==> src/rtl/sdram_arbiter.sv <==
// sdram_arbiter: shares one SDRAM adapter port between the CPU path (fixed
// priority) and a DMA engine. DMA is protected by a starvation counter and may
// hold a bounded burst lock. A watchdog converts a missing m_ack into an error
// response so neither requester can hang.
module sdram_arbiter #(
    parameter int unsigned ADDR_W    = 24,
    parameter int unsigned MAX_WAIT  = 4,
    parameter int unsigned BURST_MAX = 8,
    parameter int unsigned TIMEOUT   = 255
) (
    input  logic              clk,
    input  logic              resetb,
    // CPU requester (index 0)
    input  logic              cpu_req,
    input  logic              cpu_rwb,
    input  logic [ADDR_W-1:0] cpu_addr,
    input  logic [7:0]        cpu_wdata,
    output logic [7:0]        cpu_rdata,
    output logic              cpu_ack,
    output logic              cpu_err,
    // DMA requester (index 1)
    input  logic              dma_req,
    input  logic              dma_rwb,
    input  logic [ADDR_W-1:0] dma_addr,
    input  logic [7:0]        dma_wdata,
    input  logic              dma_lock,
    output logic [7:0]        dma_rdata,
    output logic              dma_ack,
    output logic              dma_err,
    // Adapter side
    output logic              m_req,
    output logic              m_rwb,
    output logic [ADDR_W-1:0] m_addr,
    output logic [7:0]        m_wdata,
    input  logic [7:0]        m_rdata,
    input  logic              m_ack,
    // Status
    output logic              o_owner,
    output logic              o_busy
);

    typedef enum logic [1:0] {
        ST_IDLE = 2'd0,
        ST_BUSY = 2'd1,
        ST_RESP = 2'd2
    } state_t;

    localparam logic [3:0] LP_MAX_WAIT  = 4'(MAX_WAIT);
    localparam logic [7:0] LP_BURST_MAX = 8'(BURST_MAX);
    localparam logic [7:0] LP_TO_LAST   = 8'(TIMEOUT - 1);

    state_t              r_state;
    state_t              w_next_state;
    logic                w_grant_cpu;
    logic                w_grant_dma;
    logic                w_done;

    logic                r_m_req;
    logic                r_m_rwb;
    logic [ADDR_W-1:0]   r_m_addr;
    logic [7:0]          r_m_wdata;
    logic                r_owner;
    logic                r_busy;
    logic [7:0]          r_cpu_rdata;
    logic                r_cpu_ack;
    logic                r_cpu_err;
    logic [7:0]          r_dma_rdata;
    logic                r_dma_ack;
    logic                r_dma_err;
    logic [7:0]          r_to_cnt;
    logic [3:0]          r_wait_cnt;
    logic [7:0]          r_burst_cnt;
    logic                r_lock_active;

    // Next-state and grant decode; every output of this block is defaulted first.
    always_comb begin
        // NOTE: assigning defaults before the case keeps this block free of inferred latches.
        w_next_state = r_state;
        w_grant_cpu  = 1'b0;
        w_grant_dma  = 1'b0;
        w_done       = 1'b0;
        case (r_state)
            ST_IDLE: begin
                if (dma_req && (!cpu_req ||
                                (r_lock_active && (r_burst_cnt < LP_BURST_MAX)) ||
                                (r_wait_cnt == LP_MAX_WAIT))) begin
                    w_grant_dma  = 1'b1;
                    w_next_state = ST_BUSY;
                end else if (cpu_req) begin
                    w_grant_cpu  = 1'b1;
                    w_next_state = ST_BUSY;
                end
            end
            ST_BUSY: begin
                if (m_ack || (r_to_cnt == LP_TO_LAST)) begin
                    w_done       = 1'b1;
                    w_next_state = ST_RESP;
                end
            end
            ST_RESP: w_next_state = ST_IDLE;
            default: w_next_state = ST_IDLE;
        endcase
    end

    // State register.
    always_ff @(posedge clk or negedge resetb) begin
        // NOTE: sequential state uses non-blocking assignments so every register samples pre-edge values.
        if (!resetb) r_state <= ST_IDLE;
        else         r_state <= w_next_state;
    end

    // Adapter request, latched payload, owner and busy flag.
    always_ff @(posedge clk or negedge resetb) begin
        if (!resetb) begin
            r_m_req   <= 1'b0;
            r_m_rwb   <= 1'b0;
            r_m_addr  <= '0;
            r_m_wdata <= '0;
            r_owner   <= 1'b0;
            r_busy    <= 1'b0;
        end else begin
            r_busy <= (w_next_state != ST_IDLE);
            if (w_grant_dma) begin
                r_m_req   <= 1'b1;
                r_m_rwb   <= dma_rwb;
                r_m_addr  <= dma_addr;
                r_m_wdata <= dma_wdata;
                r_owner   <= 1'b1;
            end else if (w_grant_cpu) begin
                r_m_req   <= 1'b1;
                r_m_rwb   <= cpu_rwb;
                r_m_addr  <= cpu_addr;
                r_m_wdata <= cpu_wdata;
                r_owner   <= 1'b0;
            end else if (w_done) begin
                r_m_req   <= 1'b0;
            end
        end
    end

    // Watchdog: counts BUSY cycles since the grant.
    always_ff @(posedge clk or negedge resetb) begin
        if (!resetb)                     r_to_cnt <= '0;
        else if (w_grant_cpu || w_grant_dma) r_to_cnt <= '0;
        else if (r_state == ST_BUSY)     r_to_cnt <= r_to_cnt + 8'd1;
    end

    // Response capture: one-cycle ack to the owner, rdata/err held until its next response.
    always_ff @(posedge clk or negedge resetb) begin
        if (!resetb) begin
            r_cpu_rdata <= '0;
            r_cpu_ack   <= 1'b0;
            r_cpu_err   <= 1'b0;
            r_dma_rdata <= '0;
            r_dma_ack   <= 1'b0;
            r_dma_err   <= 1'b0;
        end else begin
            r_cpu_ack <= 1'b0;
            r_dma_ack <= 1'b0;
            if (w_done) begin
                if (r_owner) begin
                    r_dma_ack   <= 1'b1;
                    r_dma_err   <= !m_ack;
                    r_dma_rdata <= m_ack ? m_rdata : 8'hFF;
                end else begin
                    r_cpu_ack   <= 1'b1;
                    r_cpu_err   <= !m_ack;
                    r_cpu_rdata <= m_ack ? m_rdata : 8'hFF;
                end
            end
        end
    end

    // Fairness state: DMA starvation counter, burst lock and burst length.
    always_ff @(posedge clk or negedge resetb) begin
        if (!resetb) begin
            r_wait_cnt    <= '0;
            r_burst_cnt   <= '0;
            r_lock_active <= 1'b0;
        end else begin
            if (w_grant_dma) begin
                r_wait_cnt <= '0;
            end else if (w_grant_cpu && dma_req && (r_wait_cnt < LP_MAX_WAIT)) begin
                r_wait_cnt <= r_wait_cnt + 4'd1;
            end

            if (w_grant_cpu) begin
                r_burst_cnt <= '0;
            end else if (w_grant_dma) begin
                if (!r_lock_active)                  r_burst_cnt <= '0;
                else if (r_burst_cnt < LP_BURST_MAX) r_burst_cnt <= r_burst_cnt + 8'd1;
            end

            if (r_state == ST_RESP)                  r_lock_active <= r_owner && dma_lock;
            else if ((r_state == ST_IDLE) && !dma_req) r_lock_active <= 1'b0;
        end
    end

    assign m_req     = r_m_req;
    assign m_rwb     = r_m_rwb;
    assign m_addr    = r_m_addr;
    assign m_wdata   = r_m_wdata;
    assign cpu_rdata = r_cpu_rdata;
    assign cpu_ack   = r_cpu_ack;
    assign cpu_err   = r_cpu_err;
    assign dma_rdata = r_dma_rdata;
    assign dma_ack   = r_dma_ack;
    assign dma_err   = r_dma_err;
    assign o_owner   = r_owner;
    assign o_busy    = r_busy;

endmodule

==> config.mk <==
export PLATFORM = sky130hd
export DESIGN_NAME = sdram_arbiter
export DESIGN_NICKNAME = d
export VERILOG_FILES = /design/src/rtl/sdram_arbiter.sv
export SDC_FILE = /design/constraint.sdc
export NUM_CORES = 1
export LEC_CHECK = 0
export BUFFER_PORTS_ARGS = -buffer_cell sky130_fd_sc_hd__buf_2
export CORE_ASPECT_RATIO = 1.1
export CORE_MARGIN = 2
export CORE_UTILIZATION = 30
export CTS_CLUSTER_DIAMETER = 60
export DETAILED_ROUTE_END_ITERATION = 10
export PLACE_DENSITY = 0.52
export SKIP_CTS_REPAIR_TIMING = 1
export SLEW_MARGIN = 15
export SYNTH_ARGS = -nofsm -noshare
export SYNTH_HDL_FRONTEND = slang
export SYNTH_SLANG_ARGS = --single-unit
==> constraint.sdc <==
create_clock -name clk -period 2.7 [get_ports clk]
set_input_delay 0.54 -clock clk [delete_from_list [all_inputs] [get_ports clk]]
set_output_delay 0.54 -clock clk [all_outputs]
set_load 0.1 [all_outputs]
==> results of run 1 <==
[per-layer routing]
metal / GRT usage [%] / up-vias / wire length [um]
met2: 20.86 / 120 / 3539
met5: 0 / - / 0
met3: 4.129 / 5 / 563
met1: 19.12 / 1327 / 3934
met4: 3.947 / 0 / 61
li1: - / 1450 / -
[path summary, 6_finish.rpt]
| kind | slack (ns) | end | startpoint |
|---|---|---|---|
| hold / removal | 0.23 | cpu_rdata[4] | resetb |
| hold reg to reg | 0.49 | r_burst_cnt[5] | r_burst_cnt[5] |
| max in group asynchronous | 1.88 | m_addr[1] | resetb |
| setup reg to reg | 0.52 | r_wait_cnt[0] | r_burst_cnt[7] |
| setup / recovery | 0.52 | r_wait_cnt[0] | r_burst_cnt[7] |
| min in group clk | 0.42 | m_wdata[7] | dma_wdata[7] |
[cells by family (layout without fill, tap and decap cells)]
kind of cell    Yosys count  count (layout)  synth area share [%]
compound gates           74              74                 14.97
simple gates            150             150                 18.94
xor+xnor                  5               5                 1.275
mux                       3               3                0.9104
buf+inv                  26             165                 4.552
flops                    79              79                 57.54
fa+ha+maj                 5               5                 1.821
[cell type report]
class	instances	area share, %
clock inverter	6	2.052
inverter	7	0.5746
tap	150	4.104
clock buffer	10	5.007
sequential	79	43.23
multi-input combinational	237	28.51
timing repair buffer	142	16.53
[cell usage in the layout, fill, tap and decap left out, types with 4 or more instances in the layout]
cell type | netlist | final
sky130_fd_sc_hd__a21oi_1 | 4 | 4
sky130_fd_sc_hd__a31oi_1 | 33 | 33
sky130_fd_sc_hd__and2_1 | 5 | 5
sky130_fd_sc_hd__buf_2 | 1 | 134
sky130_fd_sc_hd__buf_4 | 0 | 6
sky130_fd_sc_hd__clkbuf_16 | 0 | 9
sky130_fd_sc_hd__dfrtp_1 | 79 | 79
sky130_fd_sc_hd__ha_1 | 5 | 5
sky130_fd_sc_hd__inv_1 | 7 | 7
sky130_fd_sc_hd__nand2_1 | 74 | 74
sky130_fd_sc_hd__nand3_1 | 6 | 6
sky130_fd_sc_hd__nor2_1 | 43 | 43
sky130_fd_sc_hd__o21ai_0 | 9 | 9
sky130_fd_sc_hd__o22a_1 | 16 | 16
[through the flow]
stage               setup slack (ns)  hold slack, ns  cells  area (um2)
CTS                           0.5264          0.2372    631        4573
detailed placement            0.4169          0.4773    615        4250
global route                  0.3987          0.2551    631        4573
floorplan                     0.7012          0.2444    342        3436
finish                        0.5225          0.2252    631        4573
global placement              0.5081          0.4725    615        4250
[sequential cells by signal, summed over array words and instances (netlist names), 2 cells and up]
| signal | count |
|---|---|
| cpu_rdata | 8 |
| dma_rdata | 8 |
| m_addr | 24 |
| m_wdata | 8 |
| r_burst_cnt | 8 |
| r_state | 2 |
| r_to_cnt | 8 |
| r_wait_cnt | 4 |
[critical path, cell delays in order, from the launching register on]
cell	delay, ns
sky130_fd_sc_hd__dfrtp_1	0.37
sky130_fd_sc_hd__or4_4	0.54
sky130_fd_sc_hd__o311ai_2	0.30
sky130_fd_sc_hd__and3_1	0.25
sky130_fd_sc_hd__buf_12	0.21
sky130_fd_sc_hd__nor2_1	0.09
sky130_fd_sc_hd__mux2_2	0.29
==> results.toml, run 1 <==
[floorplan]
design.die.area_um2 = 12330
fp.coreArea_um2 = 11340
die_y_extent_um = 116.2
top_level_ports = 136
fp-row-count = 41
die_w_um = 106.0
start_util_pct = 30.31

[clock_tree]
cts_htree_levels = 3
cts.path.max_buffers = 2
clk-insertion-delay-late_ns = 0.33
cts_tree = "built"
cts_buffers = 9
path_clk_slew_ns = 0.06
cts_num_sinks = 79
cts.root.buffer_cell = "sky130_fd_sc_hd__clkbuf_16"

[detailed_routing]
drtAntennaViolNets = 0
via_per_inst = 4.599
vias = 2902
detail_route.drc_violations = 0
routedWlPerCell_um = 12.83
routed_wl_um = 8098
dr.first_iter.drc_count = 99
detail_route.first_pass.iterations = 4

[finish]
multiInputGateArea_um2 = 1304
antennaDiodeCount = 0
finalNetCount = 561
final_core_util_pct = 40.34
area.growth.synth_to_final_pct = 33.10
nFillCells = 1141
drive_gt1_share_pct = 34.51
layout.area.seq_um2 = 1977

[synthesis]
synth_enable_flop_cells = 0
post_synth_inst_count = 342
proportion_of_netlist_area_held_by_the_largest_area_contributor_pct = 57.54
ys_top_cells_by_area = "sky130_fd_sc_hd__dfrtp_1 58%, sky130_fd_sc_hd__nand2_1 8.1%, sky130_fd_sc_hd__a31oi_1 6.0%, sky130_fd_sc_hd__nor2_1 4.7%, sky130_fd_sc_hd__o22a_1 4.1%"
synth_top_cell_by_area = "sky130_fd_sc_hd__dfrtp_1"
synth_seq_cells = 79
avgSynthCellArea_um2 = 10.05
syn_nets = 427
synth-seq-area-share_pct = 57.54
top_flip_flop_cell_by_instance_count_after_synthesis = "sky130_fd_sc_hd__dfrtp_1"
synth.most_common_cell = "sky130_fd_sc_hd__dfrtp_1"
synth_cell_types = 45
cell_area_after_synthesis_um2 = 3436
synthesis.yosys.warnings = 0
ys_top_cells_by_count = "79 x sky130_fd_sc_hd__dfrtp_1, 74 x sky130_fd_sc_hd__nand2_1, 43 x sky130_fd_sc_hd__nor2_1"
asyncSetResetFlopFracSynth_pct = 100.0

[sta]
setup_viol = 0
layout_worst_path_cycle_share_pct = 80.65
timing.final.crit_period_ns = 2.178
grt_setup_unrepaired = "no"
clock.fmax_ghz = 0.4592
hold_violations = 0
fin_skew_ns = 0.007232
max_slew_margin_pct = 59.72
worst-slew-pin-transition_ns = 0.5987
timing_max_transition_violations_final = 0
setup_total_negative_slack_ns = 0

[setup_path]
critical_path_maximum_fanout = 37
start_kind = "register"
cp-end-kind = "register"
cp.arrival_ns = 2.39
timing.setup.critical_path_class = "register to register"
ff2ff_path_depth = 6
critical_path_required_ns = 2.91

[placement]
dp.final_hpwl_um = 5883
io_buffer_count = 135
place_congestion = 0.7282

[global_route]
grt_start_max_net_pins = 48
grt_pass1_vias = 2725
antenna_found_initial = 0
wire_length_of_the_first_global_routing_pass_um = 13360
global_route.overflow_total = 0
track_usage_pct = 13.72

[job]
maxCapViolCount = 0

[run_status]
outcome = "completed"

[hold_path]
hold_path.class = "primary input to asynchronous set/reset pin"
Power of run 1 is left out: the tool's default activity adds up to more than one toggle a clock period on the data nets, which glitch-free logic cannot reach.
==> run 2: changes to the inputs <==
--- a/config.mk
+++ b/config.mk
@@ -5,13 +5,14 @@
 export SDC_FILE = /design/constraint.sdc
 export NUM_CORES = 1
 export LEC_CHECK = 0
+export ABC_AREA = 1
 export BUFFER_PORTS_ARGS = -buffer_cell sky130_fd_sc_hd__buf_2
 export CORE_ASPECT_RATIO = 1.1
 export CORE_MARGIN = 2
 export CORE_UTILIZATION = 30
 export CTS_CLUSTER_DIAMETER = 60
 export DETAILED_ROUTE_END_ITERATION = 10
-export PLACE_DENSITY = 0.52
+export PLACE_DENSITY = 0.51
 export SKIP_CTS_REPAIR_TIMING = 1
 export SLEW_MARGIN = 15
 export SYNTH_ARGS = -nofsm -noshare
==> constraint.sdc (replaced) <==
create_clock -name clk -period 2.1 [get_ports clk]
set_input_delay 0.42 -clock clk [delete_from_list [all_inputs] [get_ports clk]]
set_output_delay 0.42 -clock clk [all_outputs]
set_load 0.1 [all_outputs]
==> run 2 against run 1 <==
Count of clock-buffer cells in the layout fell by 1. Clock skew rose by 0.00073 ns. Area after synthesis increased by 6.5%. Critical path depth is 4 higher. Hold slack got worse by 0.15 ns. Cell area up 5.6%. Synthesized cell count increased by 24%. Wire length up 19%. Die area increased by 6.3%. Cell count rose by 15%. First-iteration DRC count grew 140%. Critical endpoint is now m_addr[11].
==> results.toml, run 2 <==
[floorplan]
fp.coreArea_um2 = 11980
fp-row-count = 42
die_w_um = 109.3
design.die.area_um2 = 13100
top_level_ports = 136
die_y_extent_um = 119.8
start_util_pct = 30.55

[finish]
final_core_util_pct = 40.32
drive_gt1_share_pct = 33.68
area.growth.synth_to_final_pct = 32.00
final_cell_mix = "134 x sky130_fd_sc_hd__buf_2, 116 x sky130_fd_sc_hd__nand2_1, 79 x sky130_fd_sc_hd__dfrtp_1"
largest_register_ff_count = 24
final_common_cell = "sky130_fd_sc_hd__buf_2"
finalNetCount = 650
design_area_um2 = 4831
antennaDiodeCount = 0

[detailed_routing]
routedWlPerCell_um = 13.32
routed_wl_um = 9647
detail_route.first_pass.iterations = 5
dr.first_iter.drc_count = 235
drtAntennaViolNets = 0
vias = 3317
detail_route.drc_violations = 0
via_per_inst = 4.581

[setup_path]
timing.critical_path.from = "r_wait_cnt[0]"
start_kind = "register"
critPathSlowestCell = "sky130_fd_sc_hd__dfrtp_1"
critical_path_maximum_fanout = 38
timing.rr.start = "r_wait_cnt[0]"
timing.setup.critical_path_class = "register to register"
critical-path-max-stage-delay_ns = 0.37
path_cells = "inv_1 -> ha_1 -> nand3_1 -> nand2_1 -> clkinv_1 -> nand2_2 -> nand3_2 -> buf_4 -> o21ai_0 -> a21oi_1"
critical_path_required_ns = 2.36
cp-end-kind = "register"
cp.arrival_ns = 2.03

[sta]
timing_max_transition_violations_final = 0
setup_total_negative_slack_ns = 0
max_slew_margin_pct = 60.63
setup_viol = 0
clock.fmax_ghz = 0.5628
fin_skew_ns = 0.007966
grt_setup_unrepaired = "no"
hold_violations = 0
layout_worst_path_cycle_share_pct = 84.60
worst-slew-pin-transition_ns = 0.5906
timing.final.crit_period_ns = 1.777

[clock_tree]
cts.path.max_buffers = 2
clk-insertion-delay-late_ns = 0.34
cts_buffers = 9
cts.root.buffer_cell = "sky130_fd_sc_hd__clkbuf_16"
cts_htree_levels = 3
cts_num_sinks = 79
cts_tree = "built"
path_clk_slew_ns = 0.06

[synthesis]
post_synth_inst_count = 425
top_flip_flop_cell_by_instance_count_after_synthesis = "sky130_fd_sc_hd__dfrtp_1"
synth_cell_types = 30
ys_top_cells_by_area = "sky130_fd_sc_hd__dfrtp_1 54%, sky130_fd_sc_hd__nand2_1 12%, sky130_fd_sc_hd__a21oi_1 5.1%, sky130_fd_sc_hd__nor2_1 4.9%, sky130_fd_sc_hd__o21ai_0 3.0%"
asyncSetResetFlopFracSynth_pct = 100.0
avgSynthCellArea_um2 = 8.611
synth.most_common_cell = "sky130_fd_sc_hd__nand2_1"
synth_enable_flop_cells = 0
synth-seq-area-share_pct = 54.02
synthesis.yosys.warnings = 0
synth_seq_cells = 79
proportion_of_netlist_area_held_by_the_largest_area_contributor_pct = 54.02
ys_top_cells_by_count = "116 x sky130_fd_sc_hd__nand2_1, 79 x sky130_fd_sc_hd__dfrtp_1, 48 x sky130_fd_sc_hd__nor2_1"
cell_area_after_synthesis_um2 = 3660
synth_top_cell_by_area = "sky130_fd_sc_hd__dfrtp_1"
syn_nets = 510

[global_route]
track_usage_pct = 15.45
wire_length_of_the_first_global_routing_pass_um = 15600
global_route.overflow_total = 0
grt_pass1_vias = 3279
antenna_found_initial = 0
grt_start_max_net_pins = 46

[placement]
placement.cell_area_um2 = 4508
dp.final_hpwl_um = 7207
io_buffer_count = 135
place_congestion = 0.7931

[run_status]
outcome = "completed"

[hold_path]
hold_path.class = "primary input to asynchronous set/reset pin"

[job]
maxCapViolCount = 0
==> run 2: cell count changes in the layout (fill, tap and decap cells not counted), moves of 10 or more <==
cell                      before  now
sky130_fd_sc_hd__nand3_1       6   16
sky130_fd_sc_hd__o22a_1       16    0
sky130_fd_sc_hd__o21ai_0       9   22
sky130_fd_sc_hd__inv_1         7   28
sky130_fd_sc_hd__a21oi_1       4   37
sky130_fd_sc_hd__a31oi_1      33    0
sky130_fd_sc_hd__nand2_1      74  116
sky130_fd_sc_hd__o21ai_1       1   16
==> run 2: worst max-delay path: cells and delay by family, from the launching register on <==
| kind | cells | cell delay (ns) |
|---|---|---|
| AO/OA/AOI/OAI | 2 | 0.34 |
| buffers and inverters | 3 | 0.49 |
| AND/OR/NAND/NOR | 4 | 0.29 |
| flip-flops | 1 | 0.37 |
| adder cells (fa/ha/maj) | 1 | 0.20 |
==> run 2: area by class of cell <==
cell class	count	area, um2
multi-input combinational	297	1436
clock inverter	7	97.59
inverter	35	138.9
tap	154	192.7
timing repair buffer	143	763.2
clock buffer	9	225.2
sequential	79	1977
fill	1237	7151
==> run 2: worst paths after layout <==
kind                                      to  slack, ns  cells past startpoint
worst max-delay path              m_addr[11]       0.32                     10
worst min register to register  dma_rdata[0]       0.47                      2
worst min-delay path                 cpu_err       0.08                      1
worst max register to register    m_addr[11]       0.32                     10
min in group clk                  m_wdata[7]       0.29                      3
max in group asynchronous         m_addr[16]       1.45                      2
==> run 2: logic make-up (layout without fill, tap and decap cells) <==
logic type	after synthesis	in the layout	share of synthesized area [%]
buf+inv	49	194	6.735
xor+xnor	5	5	1.197
compound gates	77	77	10.74
simple gates	210	210	25.61
fa+ha+maj	5	5	1.709
flops	79	79	54.02
==> run 2: metrics by stage <==
stage | std cells | hold slack (ns) | worst slack (ns)
2_1_floorplan | 425 | 0.1244 | 0.2581
3_3_place_gp | 708 | 0.4548 | 0.3707
3_5_place_dp | 708 | 0.4601 | 0.3038
4_1_cts | 724 | 0.1016 | 0.3011
5_1_grt | 724 | 0.1173 | 0.1276
6_report | 724 | 0.07998 | 0.3233
==> run 2: metal layers <==
| metal | routed length, um | share of wire [%] | global-route usage (%) | vias to the layer above |
|---|---|---|---|---|
| li1 | - | - | - | 1631 |
| met1 | 4105 | 43 | 19.87 | 1582 |
| met2 | 4772 | 49 | 24.73 | 92 |
| met3 | 618 | 6.4 | 4.617 | 12 |
| met4 | 150 | 1.6 | 5.142 | 0 |
| met5 | 0 | 0 | 0 | - |
Power of run 2 is left out for the same reason.
